**config.mk**
```make
export PLATFORM = sky130hd
export DESIGN_NAME = request_capture
export DESIGN_NICKNAME = d
export VERILOG_FILES = /design/src/rtl/request_capture.sv
export SDC_FILE = /design/constraint.sdc
export NUM_CORES = 1
export LEC_CHECK = 0
export ABC_AREA = 0
export BUFFER_PORTS_ARGS = -buffer_cell sky130_fd_sc_hd__buf_2
export CORE_MARGIN = 8
export CORE_UTILIZATION = 50
export CTS_CLUSTER_SIZE = 28
export DETAILED_ROUTE_END_ITERATION = 6
export GPL_TIMING_DRIVEN = 0
export PLACE_DENSITY = 0.77
export RECOVER_POWER = 100
export SYNTH_ARGS = -nofsm -noshare
export SYNTH_HDL_FRONTEND = slang
export SYNTH_SLANG_ARGS = --single-unit
```
**constraint.sdc**
```tcl
create_clock -name clk -period 2.9 [get_ports clk]
set_input_delay 0.145 -clock clk [delete_from_list [all_inputs] [get_ports clk]]
set_output_delay 0.145 -clock clk [all_outputs]
set_load 0.1 [all_outputs]
```
**src/rtl/request_capture.sv**
```systemverilog
// request_capture: synchronises raw request lines, latches rising edges as sticky pending bits, tracks overflow and event count
module request_capture (
  input  logic       clk,
  input  logic       reset,
  input  logic [3:0] req,
  input  logic [3:0] mask,
  input  logic       ack,
  input  logic [1:0] ack_code,
  input  logic       ovf_clr,
  output logic [3:0] pending,
  output logic       any_pending,
  output logic [3:0] overflow,
  output logic       ack_err,
  output logic [7:0] event_count
);
  logic [3:0] s1, s2, s3, rise, ack_hit, pending_n, ovf_set;
  logic [2:0] n;
  logic [8:0] sum;
  always_comb begin
    rise      = s2 & ~s3 & ~mask;
    ack_hit   = ack ? (4'b0001 << ack_code) : 4'b0000;
    pending_n = rise | (pending & ~ack_hit);
    ovf_set   = rise & pending & ~ack_hit;
    n         = {2'b0, rise[0]} + {2'b0, rise[1]} + {2'b0, rise[2]} + {2'b0, rise[3]};
    sum       = {1'b0, event_count} + {6'b0, n};
  end
  always_ff @(posedge clk) begin
    if (reset) begin
      s1          <= '0;
      s2          <= '0;
      s3          <= '0;
      pending     <= '0;
      any_pending <= 1'b0;
      overflow    <= '0;
      ack_err     <= 1'b0;
      event_count <= '0;
    end else begin
      s1          <= req;
      s2          <= s1;
      s3          <= s2;
      pending     <= pending_n;
      any_pending <= |pending_n;
      overflow    <= ovf_clr ? ovf_set : (overflow | ovf_set);
      ack_err     <= ack & ~pending[ack_code] & ~rise[ack_code];
      event_count <= sum[8] ? 8'hff : sum[7:0];
    end
  end
endmodule
```
# Word-level counts from Yosys, hierarchy flattened
# Cells that the tools add are included.
[word_totals]
ff_bits = 30
in_bits = 14
out_inout_bits = 18
wordCells = 36
[op_classes]
addsub = 4
n_lt_le_gt_ge = 1
shifts = 1
mux = 7
bitwise = 14
n_reduce_logical = 1
[ops]
columns = ["op", "count"]
rows = [
  ["4-bit AND", 5],
  ["4-bit NOT", 3],
  ["8-bit by 3-bit adder with 9-bit output", 1],
  ["4-bit two-way mux", 2],
  ["8-bit two-way mux", 1],
  ["4-bit OR", 2],
  ["1-bit binary-select mux with 2-bit select", 2],
  ["4-bit OR reduction", 1],
  ["1-bit by 2-bit left shift with 4-bit output, first input constant", 1],
  ["2-bit by 1-bit adder with 3-bit output", 1],
  ["3-bit by 1-bit adder with 3-bit output", 1],
  ["2-bit by 3-bit < comparator with 1-bit output, second input constant", 1],
  ["1-bit by 1-bit adder with 2-bit output", 1],
  ["1-bit AND", 2],
  ["1-bit two-way mux", 2],
  ["1-bit NOT", 2],
]

# Longest topological paths before layout
# Gate-level depths: netlist of run 1.
[depth]
word_depth = 8
mapped_depth = 11
depth_no_buf = 11

# Worst setup path after synthesis of run 1
# No wires, ideal clock.
[synth_timing]
kind = "reg-to-reg"
startpoint = "register event_count[0]"
endpoint = "register event_count[0]"
setup_time_ns = 0.074
t_arrival_ns = 2.788
required_time_ns = 2.826
path_slack_ns = 0.038
path_stages_with_launch = 11
n_path_buf = 0
period_less_slack_ns = 2.862
path_cell_list = "dfxtp_1 > xor2_1 > ha_1 > inv_1 > fa_1 > inv_1 > fa_1 > nand2_1 > nor2_1 > nand3_1 > a21oi_1"
[synth_between]
elab_chain_cells = 2
[synth_lines]
columns = ["item", "line_no", "text"]
rows = [
  ["from (decl)", "14", "output logic [7:0] event_count"],
  ["from (signal assigned)", "45", "event_count <= sum[8] ? 8'hff : sum[7:0];"],
  ["8-bit by 3-bit adder with 9-bit output", "25", "sum = {1'b0, event_count} + {6'b0, n};"],
  ["8-bit two-way mux", "45", ""],
]
# Every way passes these cells.
# A chain may end at the register's enable or synchronous reset.

# Final worst setup path of run 1
[layout_timing]
startpoint = "register s2[2]"
endpoint = "register event_count[0]"
[layout_between]
elab_chain_cells = 6
[layout_lines]
columns = ["item", "line_no", "text"]
rows = [
  ["from (decl)", "16", "logic [3:0] s1, s2, s3, rise, ack_hit, pending_n, ovf_set;"],
  ["from (signal assigned)", "30", "s2 <= '0;"],
  ["from (signal assigned)", "39", "s2 <= s1;"],
  ["4-bit AND (2 in a row)", "20", "rise = s2 & ~s3 & ~mask;"],
  ["2-bit by 1-bit adder with 3-bit output", "24", "n = {2'b0, rise[0]} + {2'b0, rise[1]} + {2'b0, rise[2]} + {2'b0, rise[3]};"],
  ["3-bit by 1-bit adder with 3-bit output", "24", ""],
  ["8-bit by 3-bit adder with 9-bit output", "25", ""],
  ["8-bit two-way mux", "45", ""],
]
# Every way passes these cells.

==> results_dict.tcl, run 1 <==
set metrics [dict create \
    synthTopCellsByArea "dfxtp_1 (52%), nor2b_1 (7.6%), nor2_1 (4.2%)" \
    vias 973 \
    clock_sinks 30 \
    clk_root_buffer_cell "clkbuf_4" \
    switching_share_pct 27.03 \
    synth_cell_types 29 \
    p_int_w 0.0006161 \
    die-area_um2 4110 \
    p_leak_nw 0.5473 \
    hp-class "in -> reg" \
    status "finished clean" \
    period_minus_slack_ns 2.591 \
    worstMarginPinSlew_ns 1.189 \
    clk_latency_ns 0.32 \
    synthesis.area_um2 1157 \
    cts_buffers 5 \
    grt_usage_pct 12.05 \
    clock_path_buffers 2 \
    dp_hpwl_um 1809 \
    p_clk_share_pct 36.1 \
    rsz0062_at_grt "false" \
    power_w 0.0008443 \
    end_kind "register" \
    crit_arrival_ns 2.85 \
    cts_tree "done" \
    p_seq_share_pct 51.2 \
    drv_cap 0 \
    grt_max_degree 11 \
    yosysMostFrequentCell "dfxtp_1" \
    syn_to_final_growth_pct 20.97 \
    finalSetupViolCount 0 \
    clock.fmax_mhz 385.9 \
    viasPerCell 5.231 \
    ant_nets 0 \
    gr-total-overflow 0 \
    first_pass_iters 6 \
    ir_drop_mv 0.3585 \
    wl_per_cell_um 12.98 \
    required_ns 3.16 \
    r2r-start "s2[2]" \
    nNetsFinal 175 \
    drc_errors 0 \
    synth-edff-count 0 \
    drv_slew 0 \
    ios 32 \
    yosysTopAreaCell "dfxtp_1" \
    synth_nets 138 \
    antenna_found_initial 0 \
    fin_setup_tns_ns 0 \
    synth_commonest_cells "dfxtp_1 (30), nor2b_1 (14), nor2_1 (13)" \
    grt_pass1_vias 965 \
    avgSynthCellArea_um2 9.645 \
    pwr_density_cell_nw_per_um2 603.1 \
    grt_pass1_wl_um 3939 \
    start_kind "register" \
    wl_um 2415 \
    reg2reg_slack_ns 0.31 \
    postCtsHoldBufs 0 \
    drtIter0Drc 17 \
    numPortBuffers 30 \
    htree_levels 2 \
    power_switching_w 0.0002283 \
    clk_pin_slew_ns 0.09 \
    antenna_cells 0 \
    skew_ns 0.004085 \
    die_y_um 64.11 \
    ys_seq_elements 30 \
    hold_violations 0 \
    hold_depth 2 \
    pre_cts_ws_ns 0.2772 \
    endpoint "event_count[0]" \
    die_w_um 64.11 \
    syn_inst 120 \
    synth_ff_type "dfxtp_1" \
    fp-row-count 17 \
    place_congestion 0.7651 \
    regToRegEndpoint "event_count[0]" \
    yosys.area.top_type_share_pct 51.89 \
    core_area_um2 2191 \
    cp_max_fo 6 \
    fill_cells 207 \
    path_class "reg -> reg" \
    async_flop_share_pct 0 \
    yosysSeqAreaShare_pct 51.89 \
    reg2reg_depth 10 \
    synth_warnings 0 \
    worst_slack_ns 0.3087 \
    power_frac_comb_pct 12.7 \
    drive_gt1_share_pct 14.56 \
    crit_start "s2[2]" \
    fin_crit_sh_pct 89.35 \
    relSlewSlack_pct 21.06 \
    start_util_pct 52.83 \
]
[through the flow]
step	hold slack (ns)	utilization, %	instances	instance area, um2
after global routing	0.01576	63.91	186	1400
final	0.02504	63.91	186	1400
after global placement	0.3520	61.28	178	1343
after detailed placement	0.3607	61.28	178	1343
after CTS	0.01860	64.88	186	1421
after floorplan	0.2335	-	120	1157
[layout make-up]
class,instances,area [um2],share of cell area [%]
flip-flops and latches,30,600.6,42.90
multi-input cells,78,513.0,36.64
repair buffers,30,127.6,9.115
clock buffers,8,78.83,5.630
well taps,28,35.03,2.502
inverters,9,33.78,2.413
plain buffers,3,11.26,0.8043
[flip-flops by register name, summed over array words and instances (netlist names)]
| register | flops |
|---|---|
| overflow | 4 |
| ack_err | 1 |
| any_pending | 1 |
| event_count | 8 |
| s3 | 4 |
| s1 | 4 |
| pending | 4 |
| s2 | 4 |
[what timing repair did]
item | in CTS | in global routing
resized for setup | 0 | 1
endpoints found under the setup margin | 0 | 3
buffers inserted | 0 | 0
[worst min-delay path by stage]
stage / start / to / slack (ns)
after detailed placement: req[1] / s1[1] / 0.36
final: req[2] / s1[2] / 0.03
after global placement: req[2] / s1[2] / 0.35
after floorplan: ack_code[1] / ack_err / 0.23
after global routing: req[1] / s1[1] / 0.02
after CTS: req[1] / s1[1] / 0.02
[cell families (layout without fill, tap and decap cells)]
family	Yosys count	count (layout)	synth area share, %
AO/OA/AOI/OAI	24	24	13.62
buffers and inverters	12	50	3.892
AND/OR/NAND/NOR	46	46	21.95
XOR/XNOR	4	4	3.028
adder cells (fa/ha/maj)	4	4	5.621
flip-flops	30	30	51.89
[critical path: stages, from the launching register on]
cell and delay (ns):
dfxtp_1 0.33, nor3b_1 0.49, ha_1 0.23, inv_1 0.06, fa_1 0.43, inv_1 0.08
fa_1 0.22, nand2_1 0.10, nor2_1 0.15, nand3_1 0.23, a21oi_1 0.20
[routing by layer]
layer,global-route usage [%],vias up,part of all wire (%)
met2,19.70,33,46
met3,5.923,6,9.2
li1,-,486,-
met4,6.540,0,1.9
met5,0,-,0
met1,12.47,448,42
[power by group through the flow]
| stage | clock [W] | combinational, W | sequential [W] |
|---|---|---|---|
| floorplan | 0 | 0.0000323 | 0.000492 |
| global placement | 0 | 0.000107 | 0.000441 |
| detailed placement | 0 | 0.000110 | 0.000442 |
| CTS | 0.000311 | 0.000110 | 0.000432 |
| global route | 0.000326 | 0.000116 | 0.000434 |
| finish | 0.000305 | 0.000107 | 0.000433 |
[cell usage in the layout, fill, tap and decap left out, types with 2 or more instances in the layout]
cell type / count
fa_1: 2
nor3b_1: 3
a31oi_1: 2
clkbuf_4: 5
inv_1: 9
nor2b_1: 14
buf_2: 12
clkbuf_1: 21
a32oi_1: 2
ha_1: 2
nor3_1: 4
nand2_1: 3
a21oi_1: 9
dfxtp_1: 30
nor2_1: 13
clkbuf_8: 3
nand3_1: 5
o21ai_0: 2
xor2_1: 3
a22oi_1: 2
Note: power is estimated with default switching activity, not from simulation.
==> run 2, diff against run 1 <==
--- a/config.mk
+++ b/config.mk
@@ -7,12 +7,15 @@
 export LEC_CHECK = 0
 export ABC_AREA = 0
 export BUFFER_PORTS_ARGS = -buffer_cell sky130_fd_sc_hd__buf_2
+export CAP_MARGIN = 20
+export CELL_PAD_IN_SITES_DETAIL_PLACEMENT = 0
+export CELL_PAD_IN_SITES_GLOBAL_PLACEMENT = 2
 export CORE_MARGIN = 8
-export CORE_UTILIZATION = 50
+export CORE_UTILIZATION = 30
 export CTS_CLUSTER_SIZE = 28
 export DETAILED_ROUTE_END_ITERATION = 6
 export GPL_TIMING_DRIVEN = 0
-export PLACE_DENSITY = 0.77
+export PLACE_DENSITY_LB_ADDON = 0.1
 export RECOVER_POWER = 100
 export SYNTH_ARGS = -nofsm -noshare
 export SYNTH_HDL_FRONTEND = slang
==> results_dict.tcl, run 2 (same netlist as run 1, synthesis figures left out) <==
set metrics [dict create \
    status "finished clean" \
    ctsResizeCount 0 \
    drive_gt1_share_pct 14.56 \
    wl_per_cell_um 13.04 \
    drc_errors 0 \
    first_pass_iters 4 \
    cp_max_fo 6 \
    dp_hpwl_um 2017 \
    syn_to_final_growth_pct 24.65 \
    grt_usage_pct 9.598 \
    grt_max_degree 11 \
    clk_root_buffer_cell "clkbuf_8" \
    die-area_um2 6101 \
    worstMarginPinSlew_ns 1.189 \
    ios 32 \
    utilization_pct 39.11 \
    drv_cap 0 \
    fin_setup_tns_ns 0 \
    hold_depth 2 \
    layout_common_cells "dfxtp_1 (30), clkbuf_1 (22), nor2b_1 (14)" \
    drtIter0Drc 21 \
    largest_register_ffs 8 \
    required_ns 3.11 \
    cts_tree "done" \
    antenna_cells 0 \
    path_depth 11 \
    die_w_um 78.11 \
    skew_ns 0.003722 \
    postCtsHoldBufs 0 \
    relSlewSlack_pct 21.08 \
    clock_path_buffers 2 \
    clk_pin_slew_ns 0.06 \
    numPortBuffers 30 \
    antenna_found_initial 0 \
    placed_area_um2 1368 \
    wl_um 2687 \
    fin_crit_sh_pct 87.66 \
    crit_arrival_ns 2.75 \
    worstPathBufferInverterCount 2 \
    gr-total-overflow 0 \
    start_util_pct 31.38 \
    timing.critical_path.cells "nor3b_4 > xor2_1 > ha_1 > inv_1 > fa_1 > inv_1 > fa_1 > nand2_1 > nor2_1 > nand3_2 > a21oi_1" \
    clk_latency_ns 0.28 \
    viasPerCell 4.558 \
    vias 939 \
    critical_path.slowest_cell "fa_1" \
    period_minus_slack_ns 2.542 \
    critical_path.top_delay_family "adder cells" \
    p_leak_nw 0.5510 \
    drv_slew 0 \
    htree_levels 2 \
    largest_register "event_count" \
    ir_drop_mv 0.2143 \
    cts_buffers 5 \
    hp-class "in -> reg" \
    fp-row-count 22 \
    grt_pass1_wl_um 4616 \
    start_kind "register" \
    die_y_um 78.11 \
    cpPeakStageDelay_ns 0.44 \
    core_area_um2 3689 \
    finalInstanceArea_um2 1443 \
    finalSetupViolCount 0 \
    clock_sinks 30 \
    place_congestion 0.7481 \
    reg2reg_depth 11 \
    post-cts-setup-buffers 0 \
    clock.fmax_mhz 393.4 \
    hold_ws_ns 0.07415 \
    end_kind "register" \
    fill_cells 406 \
    hold_violations 0 \
    pwr_density_cell_nw_per_um2 610.9 \
    final_cells 206 \
    rsz0062_at_grt "false" \
    nNetsFinal 175 \
    grt_pass1_vias 996 \
    ant_nets 0 \
    path_class "reg -> reg" \
    final_common_cell "dfxtp_1" \
    placedCellCount 198 \
]
run 2: worst paths after layout:
path | startpoint | end | slack (ns)
worst max-delay path | s3[0] | event_count[1] | 0.36
worst max register to register | s3[0] | event_count[1] | 0.36
worst min register to register | s1[3] | s2[3] | 0.44
worst min-delay path | req[0] | s1[0] | 0.07
run 2: layout make-up:
class                   count  area (um2)  share of cell area (%)
repair buffers             30       127.6                   8.846
inverters                   9       33.78                   2.342
clock inverters             1       5.005                  0.3469
well taps                  48       60.06                   4.163
multi-input cells          78       518.0                   35.91
clock buffers               7       86.33                   5.984
plain buffers               3       11.26                  0.7806
flip-flops and latches     30       600.6                   41.63
run 2: metrics by stage:
step	total power, W	setup WS, ns
2_1_floorplan	0.0005244	0.03803
3_3_place_gp	0.0005509	0.2389
3_5_place_dp	0.0005516	0.2132
4_1_cts	0.0008947	0.1909
5_1_grt	0.0009190	0.08707
6_report	0.0008813	0.3579
run 2: report_power, final:
group | total (W) | internal, W | switching (W)
Combinational | 0.000108 | 0.0000253 | 0.0000826
Sequential | 0.000433 | 0.000426 | 0.00000671
Clock | 0.000341 | 0.000191 | 0.000150
Total | 0.000881 | 0.000642 | 0.000239
run 2: worst reg2reg max path: stages (launching register included):
cell and delay, ns:
dfxtp_1 0.32, nor3b_4 0.29, xor2_1 0.11, ha_1 0.28
inv_1 0.05, fa_1 0.44, inv_1 0.08, fa_1 0.24
nand2_1 0.12, nor2_1 0.18, nand3_2 0.18, a21oi_1 0.18
run 2: layer usage:
layer,vias up,share of wire [%],track usage [%]
met4,0,1.9,4.815
met3,6,9.6,5.239
li1,481,-,-
met2,29,46,15.00
met5,-,0,0
met1,423,43,10.30
